### src/rtl/sf_192_pkg.sv
// Shared constants for the 192 kHz stereo matrix receive path: tag values,
// FSM encoding and default sample width.
package sf_192_pkg;

    localparam int SF_DW = 18;

    localparam logic TAG_SUM  = 1'b0;
    localparam logic TAG_DIFF = 1'b1;

    localparam logic [0:0] WAIT_SUM = 1'b0;
    localparam logic [0:0] HAVE_SUM = 1'b1;

endpackage

### src/rtl/sf_192_matrix_dec.sv
// Registered sum/difference to left/right decode; outputs hold between frames.
module sf_192_matrix_dec
    import sf_192_pkg::*;
#(
    parameter int DW = SF_DW
) (
    input  logic                 clock,
    input  logic                 reset,
    input  logic                 in_valid,
    input  logic signed [DW-1:0] s_in,
    input  logic signed [DW-1:0] d_in,
    output logic signed [DW-1:0] l_out,
    output logic signed [DW-1:0] r_out,
    output logic                 out_valid
);

    logic signed [DW:0]   add_w;
    logic signed [DW:0]   sub_w;
    logic signed [DW-1:0] l_d, l_q;
    logic signed [DW-1:0] r_d, r_q;
    logic                 v_d, v_q;

    // One guard bit keeps S+D and S-D exact; halving brings it back into DW bits.
    always_comb begin
        add_w = {s_in[DW-1], s_in} + {d_in[DW-1], d_in};
        sub_w = {s_in[DW-1], s_in} - {d_in[DW-1], d_in};
        l_d   = l_q;
        r_d   = r_q;
        v_d   = in_valid;
        if (in_valid) begin
            l_d = DW'(add_w >>> 1);
            r_d = DW'(sub_w >>> 1);
        end
    end

    always_ff @(posedge clock or negedge reset) begin
        if (!reset) begin
            l_q <= '0;
            r_q <= '0;
            v_q <= 1'b0;
        end else begin
            l_q <= l_d;
            r_q <= r_d;
            v_q <= v_d;
        end
    end

    assign l_out     = l_q;
    assign r_out     = r_q;
    assign out_valid = v_q;

endmodule

### src/rtl/block_sf_192_demux.sv
// Pairs a multiplexed sum/difference stream into frames and reconstructs
// LEFT/RIGHT; flags out-of-order tags and sums left waiting too long.
module block_sf_192_demux
    import sf_192_pkg::*;
#(
    parameter int DW      = SF_DW,
    parameter int TIMEOUT = 512,
    parameter int TW      = 10
) (
    input  logic                 clock,
    input  logic                 reset,
    input  logic                 in_valid,
    input  logic signed [DW-1:0] in_data,
    input  logic                 in_tag,
    output logic signed [DW-1:0] LEFT,
    output logic signed [DW-1:0] RIGHT,
    output logic                 out_valid,
    output logic                 pair_err,
    output logic                 timeout_err
);

    logic [0:0]           state_d, state_q;
    logic [TW-1:0]        timer_d, timer_q;
    logic signed [DW-1:0] sum_d, sum_q;
    logic signed [DW-1:0] diff_d, diff_q;
    logic                 v1_d, v1_q;
    logic                 pair_err_d, pair_err_q;
    logic                 timeout_err_d, timeout_err_q;

    always_comb begin
        state_d       = state_q;
        timer_d       = timer_q;
        sum_d         = sum_q;
        diff_d        = diff_q;
        v1_d          = 1'b0;
        pair_err_d    = 1'b0;
        timeout_err_d = 1'b0;
        case (state_q)
            WAIT_SUM: begin
                timer_d = '0;
                if (in_valid) begin
                    if (in_tag == TAG_SUM) begin
                        sum_d   = in_data;
                        state_d = HAVE_SUM;
                    end else begin
                        pair_err_d = 1'b1;
                    end
                end
            end
            HAVE_SUM: begin
                // A valid sample always takes priority over an expiring timer.
                if (in_valid) begin
                    timer_d = '0;
                    if (in_tag == TAG_DIFF) begin
                        diff_d  = in_data;
                        v1_d    = 1'b1;
                        state_d = WAIT_SUM;
                    end else begin
                        sum_d      = in_data;
                        pair_err_d = 1'b1;
                    end
                end else if (timer_q == TW'(TIMEOUT - 1)) begin
                    timer_d       = '0;
                    timeout_err_d = 1'b1;
                    state_d       = WAIT_SUM;
                end else begin
                    timer_d = timer_q + TW'(1);
                end
            end
            default: begin
                state_d = WAIT_SUM;
                timer_d = '0;
            end
        endcase
    end

    always_ff @(posedge clock or negedge reset) begin
        if (!reset) begin
            state_q       <= WAIT_SUM;
            timer_q       <= '0;
            sum_q         <= '0;
            diff_q        <= '0;
            v1_q          <= 1'b0;
            pair_err_q    <= 1'b0;
            timeout_err_q <= 1'b0;
        end else begin
            state_q       <= state_d;
            timer_q       <= timer_d;
            sum_q         <= sum_d;
            diff_q        <= diff_d;
            v1_q          <= v1_d;
            pair_err_q    <= pair_err_d;
            timeout_err_q <= timeout_err_d;
        end
    end

    // sum_q may be overwritten on the decode edge by the next frame's sum;
    // the decoder samples the old value on that same edge.
    sf_192_matrix_dec #(.DW(DW)) u_dec (
        .clock     (clock),
        .reset     (reset),
        .in_valid  (v1_q),
        .s_in      (sum_q),
        .d_in      (diff_q),
        .l_out     (LEFT),
        .r_out     (RIGHT),
        .out_valid (out_valid)
    );

    assign pair_err    = pair_err_q;
    assign timeout_err = timeout_err_q;

endmodule

### config.mk
export PLATFORM = sky130hd
export DESIGN_NAME = block_sf_192_demux
export DESIGN_NICKNAME = d
export VERILOG_FILES = /design/src/rtl/sf_192_pkg.sv /design/src/rtl/sf_192_matrix_dec.sv /design/src/rtl/block_sf_192_demux.sv
export SDC_FILE = /design/constraint.sdc
export NUM_CORES = 1
export LEC_CHECK = 0
export CAP_MARGIN = 0
export CORE_MARGIN = 1
export CORE_UTILIZATION = 51
export CTS_CLUSTER_DIAMETER = 100
export DETAILED_ROUTE_END_ITERATION = 10
export GPL_ROUTABILITY_DRIVEN = 0
export GPL_TIMING_DRIVEN = 1
export PLACE_DENSITY = 0.86
export SLEW_MARGIN = 5
export SYNTH_ARGS = -nofsm -noshare
export SYNTH_HDL_FRONTEND = slang
export SYNTH_HIERARCHICAL = 1
export SYNTH_SLANG_ARGS = --single-unit
### constraint.sdc
create_clock -name clock -period 2.1 [get_ports clock]
set_input_delay 0.21 -clock clock [delete_from_list [all_inputs] [get_ports clock]]
set_output_delay 0.21 -clock clock [all_outputs]
set_load 0.02 [all_outputs]
* Yosys cells after proc, flatten, opt, wreduce, memory -nomap -nowiden
Cells that the tools add are included.
** Operators by class
- Multiplexer cells :: 17
- Reduce and logical (&&, ||, !) cells :: 2
- Add/sub/neg operators :: 3
- Eq/ne operators :: 1
- Bitwise gates (word level) :: 2
** Operators by type and width (number)
- 18-bit 2-to-1 mux :: 2
- 10-bit 2-to-1 mux :: 2
- 10-bit case mux with 2 select lines :: 1
- 18-bit by 18-bit adder with 19-bit output :: 1
- 18-bit by 18-bit subtractor with 19-bit output :: 1
- 10-bit by 1-bit adder with 10-bit output (second input constant) :: 1
- 10-bit by 9-bit == test with 1-bit output (second input constant) :: 1
- 1-bit 2-to-1 mux :: 10
- 1-bit case mux with 2 select lines :: 2
- 3-bit AND reduction :: 1
- 1-bit NOT :: 2
- 2-bit AND reduction :: 1
** Word-level totals
- Output and inout port bits :: 39
- Word-level logic and storage cells :: 35
- Register bits after elaboration :: 87
- Input bits :: 22

* Depth between registers and ports, before layout
Gate-level depths: netlist (run 1).
- Depth after elaboration :: 4
- Gate-level depth with buffers :: 9

* Modules after synthesis
Netlist (run 1), hierarchy kept.
** By module, submodules not included
- sf_192_matrix_dec :: instances 1, cells an instance 396, area each 3324.4 µm², sequential area each 925.9 µm²
- block_sf_192_demux :: instances 1, cells an instance 136, area each 1971.9 µm², sequential area each 1251.2 µm²

* Worst setup path after synthesis (run 1)
OpenSTA, ideal clock, no wires.
- Path type :: flip-flop to flip-flop
- From :: register diff_q[1]
- To :: register u_dec.l_q[16], in the netlist u_dec/l_out[16]
- Path buffers :: 0
- Setup slack :: -0.177 ns
- Period minus slack after synthesis :: 2.277 ns
- Data required time :: 1.976 ns
- Library setup time :: 0.124 ns
- Arrival :: 2.153 ns
- Cell stages (with the launch flop) :: 9
- Cell sequence :: dfrtp_1 -> inv_1 -> ha_1 -> and3b_1 -> or4_4 -> a211oi_1 -> nor4_1 -> mux2i_1 -> a211o_1
** Between the ends
- Cells in the longest elaborated chain, start to end :: 1
** Ends and longest elaborated chain
- start, declared :: RTL line block_sf_192_demux.sv:25 : logic signed [DW-1:0] diff_d, diff_q;
- start signal, assigned :: RTL line block_sf_192_demux.sv:90 : diff_q <= diff_d;
- 18-bit by 18-bit adder with 19-bit output :: RTL line sf_192_matrix_dec.sv:25 : add_w = {s_in[DW-1], s_in} + {d_in[DW-1], d_in};
- end signal, assigned :: RTL line sf_192_matrix_dec.sv:42 : l_q <= l_d;
- end, declared :: RTL line sf_192_matrix_dec.sv:19 : logic signed [DW-1:0] l_d, l_q;
No other way between the ends.
A chain may end at the register's enable or synchronous reset.

* Worst setup path after layout (run 1)
- From :: register sum_q[1]
- To :: register u_dec.l_q[16], in the netlist u_dec/l_out[16]
** Between the ends
- Cells in the longest elaborated chain, start to end :: 1
** Ends and longest elaborated chain
- start, declared :: RTL line block_sf_192_demux.sv:24 : logic signed [DW-1:0] sum_d, sum_q;
- start signal, assigned :: RTL line block_sf_192_demux.sv:89 : sum_q <= sum_d;
- 18-bit by 18-bit adder with 19-bit output :: RTL line sf_192_matrix_dec.sv:25
No other way between the ends.

==> results of run 1 <==
-- timing repair --
item	CTS	global route
setup endpoints to repair	22	26
pin swaps	11	24
resized for setup	29	30
endpoints found under the hold margin	24	0
hold buffers	1	0
buffers inserted	7	17
-- worst max-delay path, delay by kind of cell, from the launching register on --
kind | cells | cell delay [ns]
adders and majority gates | 1 | 0.28
AOI/OAI and AO/OA | 2 | 0.67
DFF | 1 | 0.46
and+or+nand+nor | 3 | 0.82
muxes | 1 | 0.17
-- final timing paths --
kind                       cells past startpoint              end
max in group asynchronous                      3         sum_q[1]
max reg2reg                                    7  u_dec/l_out[16]
max                                            7  u_dec/l_out[16]
min reg2reg                                    1  u_dec/r_out[17]
min in group clock                             2        sum_q[10]
min                                            2         sum_q[3]
-- registers in the layout, summed over array words and instances (netlist names) --
signal and flops:
diff_q 18, pair_err 1, state_q 1, sum_q 18, timeout_err 1, timer_q 10, u_dec/l_out 18, u_dec/out_valid 1
u_dec/r_out 18, v1_q 1
-- metrics by stage --
step                cells  TNS (ns)  cell area (sq um)  total power (W)
finish                817     -5.73               7250          0.00921
global route          817     -7.70               7250          0.00959
CTS                   803     -2.00               6990          0.00849
detailed placement    779     -2.88               6610          0.00718
global placement      779     -1.55               6610          0.00700
floorplan             532    -0.267               5370          0.00516
-- layout make-up --
class	count	area, sq um
Timing Repair Buffer	158	1390
Fill cell	606	2660
Clock inverter	4	22.5
Clock buffer	12	135
Sequential cell	87	2180
Multi-Input combinational cell	386	3220
Inverter	37	139
Tap cell	133	166
-- placed cells by master (no fill, tap or decap), types with 4 or more instances in the layout --
cell / synthesis / layout
sky130_fd_sc_hd__dfrtp_1: 87 / 86
sky130_fd_sc_hd__buf_4: 0 / 86
sky130_fd_sc_hd__clkdlybuf4s50_1: 0 / 59
sky130_fd_sc_hd__a21oi_1: 48 / 45
sky130_fd_sc_hd__mux2_2: 49 / 45
sky130_fd_sc_hd__nand2_1: 38 / 37
sky130_fd_sc_hd__nor2_1: 39 / 36
sky130_fd_sc_hd__inv_1: 32 / 30
sky130_fd_sc_hd__ha_1: 35 / 30
sky130_fd_sc_hd__xnor2_1: 23 / 18
sky130_fd_sc_hd__o21ai_0: 12 / 11
sky130_fd_sc_hd__buf_6: 0 / 11
sky130_fd_sc_hd__nand3_1: 9 / 9
sky130_fd_sc_hd__clkbuf_8: 0 / 9
sky130_fd_sc_hd__nand2b_1: 8 / 7
sky130_fd_sc_hd__nor3_1: 8 / 7
sky130_fd_sc_hd__inv_2: 5 / 7
sky130_fd_sc_hd__nand4_1: 7 / 7
sky130_fd_sc_hd__o211ai_1: 7 / 7
sky130_fd_sc_hd__o21ai_1: 5 / 6
sky130_fd_sc_hd__a31oi_1: 6 / 5
sky130_fd_sc_hd__xor2_1: 5 / 5
sky130_fd_sc_hd__xnor2_2: 0 / 5
sky130_fd_sc_hd__or4_1: 4 / 4
sky130_fd_sc_hd__or3_1: 4 / 4
sky130_fd_sc_hd__mux2i_1: 4 / 4
sky130_fd_sc_hd__a21o_1: 4 / 4
sky130_fd_sc_hd__mux2_4: 0 / 4
sky130_fd_sc_hd__ha_4: 0 / 4
-- layer usage --
metal / part of all wire [%] / up-vias / track usage (%)
li1: - / 2186 / -
met3: 9.5 / 122 / 5.64
met5: 0 / - / 0
met2: 47 / 378 / 47.4
met4: 5.7 / 0 / 11.7
met1: 38 / 2433 / 34.9
-- power groups by stage --
stage | logic (W) | registers, W | clock network, W
after floorplan | 0.00227 | 0.00289 | 0
after global placement | 0.00452 | 0.00248 | 0
after detailed placement | 0.00467 | 0.00251 | 0
after CTS | 0.00498 | 0.00248 | 0.00103
after global routing | 0.00590 | 0.00256 | 0.00113
final | 0.00566 | 0.00251 | 0.00104
-- kinds of logic after synthesis --
kind of cell,count (synthesis)
AO/OA/AOI/OAI,124
multiplexers,54
AND/OR/NAND/NOR,143
buffers and inverters,59
XOR/XNOR,28
flip-flops,87
adder cells (fa/ha/maj),37
==> impl_summary.md, run 1 <==
Finish
In the final layout, the share of cells above drive strength 1 is around 32%. The net count of the finished layout is approximately 740. The final core area utilization is about 73%.

The number of antenna cells inserted is 0. The area added between synthesis and finish is 36.9%.

Yosys
In the synthesized netlist the async set-or-reset flop fraction comes to 100%. The area fraction in compound gates after synthesis is 15.6%. In the post-synthesis netlist, the cell with the most instances is sky130_fd_sc_hd__dfrtp_1. The part of the Yosys area used for sequential elements is 41.1%. The gate count after technology mapping is 532. The largest total area in the synthesized netlist belongs to sky130_fd_sc_hd__dfrtp_1. The total of flip-flops plus latches after synthesis is 87. The count of synthesis-stage warnings from yosys is 6. Summing the areas of all and, or, nand and nor instances in the mapped netlist gives between 10 and 15% of the synthesized area. The post-synth design cell area is ~5300 sq um. The number of distinct standard cells referenced by the synthesized netlist is 66.

After synthesis, the share of cell area in mux cells is a little under an eighth. Counting every net in the synthesized netlist gives around 590. Of the total synthesized cell area, the portion taken by full adders, half adders and majority gates is under 10%.

Yosys attributes the largest share of cell area to sky130_fd_sc_hd__dfrtp_1 (41%), sky130_fd_sc_hd__mux2_2 (10%), sky130_fd_sc_hd__ha_1 (8.3%). The most used flip-flop cell after synthesis is sky130_fd_sc_hd__dfrtp_1. The share of the synthesized netlist area taken by xor and xnor gates is between 4 and 5%. The number of enable-type register cells in the synthesized netlist is 0.

The combinational family with the most area after synthesis is compound AO/OA/AOI/OAI gates. By count the netlist is led by sky130_fd_sc_hd__dfrtp_1 (87), sky130_fd_sc_hd__mux2_2 (49), sky130_fd_sc_hd__a21oi_1 (48). The area share of the leading cell type in the synthesized netlist is 41.1%. The per-instance average area after synthesis is between 9 and 10 sq um.

Timing
The final-report setup violation count is 26. The final count of pins violating max slew is 0. The final worst hold slack is roughly 0.28 ns. For the pin with the worst max-slew slack, the measured transition is 0.666 ns. The hold violation total from the final report came to 0.

The slack of the critical path is -0.416 ns. The smallest clock period supported by the final layout is computed as about 2.5 ns. The highest clock rate is between 300 and 400 MHz. Setup repair after global routing could not meet its margin everywhere. The worst clock skew is between 0.015 and 0.02 ns.

The headroom to the max-slew limit is 55.2%. Of the available clock period, the critical path in the final layout requires 120%.

Routing
The detailed router's first-iteration violation count is 640. Summed over all layers, the routed wires come to between 15000 and 20000 um. The number of vias after detailed routing is approximately 5000. The number of remaining DRC errors is 0. After detailed routing, the average wire length per cell comes to between 20 and 25 um. The number of iterations in the first detailed-routing pass is 6. The count of nets left with antenna violations once routing finished came out at 0. Using the TritonRoute via totals, the vias-per-cell ratio works out to ~6.3.

Setup path
The biggest cell delay along the critical path is between 0.5 and 0.6 ns. The launch point of the critical path is sum_q[1]. The worst-path cell with the longest stage delay is sky130_fd_sc_hd__or4_4. Along the worst path, the maximum fanout reaches 4. The setup slack on the worst flop-to-flop path is -0.42 ns. At the worst endpoint, the arrival time is about 2.8 ns. The critical path goes through ha_4 > and3b_1 > or4_4 > a211oi_4 > nor4_2 > mux2i_1 > a211o_1.

The critical path capture point type is a flip-flop. The startpoint type of the worst setup path is a flip-flop. The critical setup path kind is reg2reg. The critical register-to-register path startpoint is sum_q[1]. The data required time of the critical path is 2.37 ns.

Global routing
The number of global-route vias before repair is slightly below 5000. The largest net degree at the start of global routing is between 40 and 50. The total track usage is ~28%. The first global-routing pass estimated about 24000 um of wire. The number of antenna violations at the first check in global routing was 0. The total overflow reported by the global router is 0.

Floorplanning
The total number of placement rows is 36. 61 I/O pins were placed. The die span in y is a little over 100 um. The full die area is approximately 11000 sq um.

The effective utilization at floorplan is 53.4%. The die is 104 um wide. The floorplan step defined a core boundary enclosing slightly below 10000 sq um.

Clock network
CTS built an H-tree with a depth of 3. TritonCTS created 9 clock buffers. TritonCTS built the clock tree. The longest clock path from root to sink contains 2 buffers. After clock tree synthesis, the clock-pin slew on the worst setup and hold paths is around 0.090 ns. The clock net sink count is 87.

The buffer type at the clock tree root is sky130_fd_sc_hd__clkbuf_8. The later pin in the worst-skew pair is clocked with a latency of between 0.3 and 0.4 ns.

Pwr
Sequential cells account for a little over a quarter of the total power. The net load switching power is 0.00392 W. The clock network fraction of design power is between 10% and 20%. The fraction of power spent switching nets is 42.6%. The leakage power figure is between 3 and 4 nW. The logic gate share of total power is 61.5%.

Across the VDD grid, the largest voltage drop is just under 600 uV. The design internal power is between 0.005 and 0.006 W. Power spread over the standard cell area amounts to around 1300 nW/um^2.

Place
The count of buffers inserted at the top-level ports is 60. Before CTS, the worst setup slack after placement is -0.219 ns. The half-perimeter wire length of the detailed placement result is approximately 10000 um.

Flow run
The tool flagged a number of max-cap violations equal to 0.

Run status
The flow ran to the end, but the final reports show violations. The final reports fail on setup timing.

Worst hold path
The type of the worst min-delay path is in2async.
Note: power is estimated with default switching activity, not from simulation.
==> run 2: changes to the inputs <==
--- a/config.mk
+++ b/config.mk
@@ -9,6 +9,7 @@
 export CORE_MARGIN = 1
 export CORE_UTILIZATION = 51
 export CTS_CLUSTER_DIAMETER = 100
+export CTS_CLUSTER_SIZE = 8
 export DETAILED_ROUTE_END_ITERATION = 10
 export GPL_ROUTABILITY_DRIVEN = 0
 export GPL_TIMING_DRIVEN = 1
==> constraint.sdc (replaced) <==
create_clock -name clock -period 2.1 [get_ports clock]
set_input_delay 0.21 -clock clock [delete_from_list [all_inputs] [get_ports clock]]
set_output_delay 0.21 -clock clock [all_outputs]
set_load 0.1 [all_outputs]
==> run 2 against run 1 <==
The flow still finishes with violations (setup timing). Fmax is 3.9% higher. Sequential power hardly changed. Non-clock buffer count is 6 lower. Die area stayed put. Via count is 1.4% lower. Sequential cell count stayed put. Global-route usage is 0.58 points higher. Final cell count is 0.73% lower. Design area is 0.48% lower. Sequential share of layout area is 0.15 points higher. Clock-buffer cell count stayed put.
==> impl_summary.md, run 2 (same netlist as run 1, synthesis figures left out) <==
Clock network
The clock tree from TritonCTS is yes (unchanged). The total CTS buffers is 9 (unchanged). The clock network latency to the later pin of the worst-skew pair came to 0.37 ns (was 0.39 ns). The buffer type at the clock tree root is sky130_fd_sc_hd__clkbuf_8 (unchanged). The number of buffers on the longest clock path is 2 (unchanged). The clock net sink count is 87 (unchanged). The level count of the clock H-tree is 3 (unchanged). The clock edge transition at the registers on the reported setup and hold paths came to 0.09 ns (about the same).

Pwr
The design internal power is 0.00530 W (was 0.00528 W). The total power density per cell area is 1580 nW/um^2 (was 1270 nW/um^2). The clock network fraction of design power is 10.4% (was 11.3%). The leakage power figure is 3.20 nW (about the same). The net load switching power came to 0.00610 W (was 0.00392 W). The fraction of power spent switching nets was 53.5% (was 42.6%). The peak ir drop on the vdd network came to 1260 uV (was 580 uV). The logic gate share of total power is 67.7% (was 61.5%).

The part of the power in registers is 22.0% (was 27.2%).

Finish
The number of antenna cells inserted came to 0 (unchanged). The area added between synthesis and finish is 36.2% (was 36.9%). The number of nets in the final layout came to 732 (was 738). The leading cell type in the layout, fill and taps excluded is sky130_fd_sc_hd__buf_4. The number of inserted filler cells in the final layout was 632 (was 606). The share of cells above drive strength 1 is 39.4% (was 32.2%).

The final core area utilization is 72.8% (was 73.2%). Commonest cells after routing, fill and taps aside: sky130_fd_sc_hd__buf_4 (125), sky130_fd_sc_hd__dfrtp_1 (86), sky130_fd_sc_hd__mux2_2 (47), sky130_fd_sc_hd__a21oi_1 (41), sky130_fd_sc_hd__nor2_1 (37) (was sky130_fd_sc_hd__dfrtp_1 (86), sky130_fd_sc_hd__buf_4 (86), sky130_fd_sc_hd__clkdlybuf4s50_1 (59), sky130_fd_sc_hd__a21oi_1 (45), sky130_fd_sc_hd__mux2_2 (45)).

Floorplanning
The full die area is 10800 sq um (unchanged). The effective utilization at floorplan came to 53.4% (unchanged). The top-level I/O count is 61 (unchanged).

The total number of placement rows is 36 (unchanged). The die outline width is 104 um (unchanged). The die span in y came to 104 um (unchanged). The core area was 9910 sq um (unchanged).

Setup path
The critical path capture point type is a flip-flop (unchanged). The startpoint type of the worst setup path is a flip-flop (unchanged). The cell depth of the worst flop-to-flop path is 10 (was 7). The arrival time of data at the critical path endpoint is 2.69 ns (was 2.79 ns). The critical setup path kind is reg2reg (unchanged). The maximum fanout encountered on the critical timing path is 3 (was 4). The data required time of the critical path is 2.37 ns (about the same).

Global routing
The largest net degree at the start of global routing is 42 (unchanged). The number of global-route vias before repair is 4948 (was 4870). The total track usage is 28.6% (was 28.0%). The total overflow reported by the global router is 0 (unchanged). The first-pass GRT wire length is 24500 um (was 24000 um). The number of antenna violations at the first check in global routing came to 0 (unchanged).

Timing
The final-report setup violation count was 25 (was 26). The final critical delay including setup and external delays is 2.42 ns (was 2.52 ns). RSZ-0062 raised after global routing: true (unchanged). The final sum of negative setup slack is -4.30 ns (was -5.73 ns). The hold violation total from the final report is 0 (unchanged). The headroom to the max-slew limit is 53.6% (was 55.2%). The final count of pins violating max slew is 0 (unchanged).

The worst clock skew is 0.0109 ns (was 0.0151 ns). The final cycle utilization of the critical path came to 115% (was 120%). The slack of the critical path is -0.322 ns (was -0.416 ns). The highest clock rate was 413 MHz (was 398 MHz).

The actual slew at the worst max-slew pin is 0.691 ns (was 0.666 ns).

Place
The setup slack at placement was -0.256 ns (was -0.219 ns). The half-perimeter wire length of the detailed placement result was 10300 um (about the same). The count of buffers inserted at the top-level ports was 60 (unchanged).

Flow run
The max-cap check violation count came to 0 (unchanged).

Routing
The total wirelength of the detailed-routed design was 16000 um (was 16500 um). The remaining antenna violation count is 0 (unchanged). The wire length per cell is 19.8 um (was 20.2 um).

The detailed router's first-iteration violation count came to 498 (was 640). The number of iterations in the first detailed-routing pass was 5 (was 6). The number of vias after detailed routing is 5049 (was 5119).

The number of remaining DRC errors came to 0 (unchanged). The detailed-route vias per instance was 6.23 (was 6.27).

Run status
Violated checks: setup timing (unchanged). Status: finished with violations (unchanged).

Worst hold path
The type of the worst min-delay path is in2async (unchanged).
-- run 2: power groups by stage --
stage | Clock, W | Combinational [W] | Sequential, W
floorplan | 0 | 0.00228 | 0.00499
global placement | 0 | 0.00655 | 0.00248
detailed placement | 0 | 0.00671 | 0.00251
CTS | 0.00118 | 0.00707 | 0.00249
global route | 0.00127 | 0.00799 | 0.00256
finish | 0.00118 | 0.00771 | 0.00250
-- run 2: worst max-delay path, cell delays in order (launching register included) --
cell	delay (ns)
sky130_fd_sc_hd__dfrtp_1	0.42
sky130_fd_sc_hd__buf_4	0.15
sky130_fd_sc_hd__buf_6	0.12
sky130_fd_sc_hd__nand2b_4	0.07
sky130_fd_sc_hd__fa_2	0.20
sky130_fd_sc_hd__a21oi_2	0.07
sky130_fd_sc_hd__o211ai_1	0.38
sky130_fd_sc_hd__a41oi_2	0.25
sky130_fd_sc_hd__o31ai_2	0.28
sky130_fd_sc_hd__a31oi_1	0.14
sky130_fd_sc_hd__a211o_1	0.23
-- run 2: cell type report --
type	instances	area (sq um)	share of cell area, %
Inverter	37	139	1.93
Multi-Input combinational cell	386	3320	46.0
Timing Repair Buffer	152	1220	17.0
Clock inverter	4	45.0	0.624
Sequential cell	87	2180	30.2
Tap cell	133	166	2.31
Clock buffer	12	145	2.01
-- run 2: timing repair --
item                                   in CTS  in global routing
gates resized for setup                    34                 35
setup endpoints to repair                  23                 25
buffers inserted                            5                 10
endpoints found under the hold margin      23                  0
pin swaps                                  14                 21
gates cloned                                0                  0
hold buffers                                1                  0
-- run 2: per-stage QoR --
| step | total power [W] | area [sq um] | hold WS [ns] | std cells |
|---|---|---|---|---|
| after detailed placement | 0.00922 | 6510 | 0.138 | 779 |
| final | 0.0114 | 7210 | 0.278 | 811 |
| after global routing | 0.0118 | 7210 | 0.300 | 811 |
| after global placement | 0.00904 | 6510 | 0.129 | 779 |
| after floorplan | 0.00727 | 5370 | -0.0856 | 532 |
| after CTS | 0.0107 | 6970 | 0.284 | 801 |
-- run 2: worst paths after layout --
kind	startpoint	endpoint	slack [ns]
max	diff_q[0]	u_dec/r_out[17]	-0.32
min reg2reg	u_dec/r_out[17]	u_dec/r_out[17]	0.50
min in group clock	in_data[15]	sum_q[15]	0.47
max in group asynchronous	reset	sum_q[1]	1.18
min	reset	diff_q[7]	0.28
max reg2reg	diff_q[0]	u_dec/r_out[17]	-0.32
-- run 2: metal layers --
layer | global-route usage (%) | vias up | share of wire, %
met5 | 0 | - | 0
met2 | 47.0 | 340 | 47
li1 | - | 2170 | -
met1 | 36.7 | 2431 | 39
met3 | 5.76 | 108 | 9.0
met4 | 12.1 | 0 | 5.0
==> run 3: changes to the inputs <==
--- a/config.mk
+++ b/config.mk
@@ -5,6 +5,7 @@
 export SDC_FILE = /design/constraint.sdc
 export NUM_CORES = 1
 export LEC_CHECK = 0
+export ABC_CLOCK_PERIOD_IN_PS = 2100
 export CAP_MARGIN = 0
 export CORE_MARGIN = 1
 export CORE_UTILIZATION = 51
==> results of run 3 <==
Same layout as run 2: the final DEF is identical, and so are final timing and power.
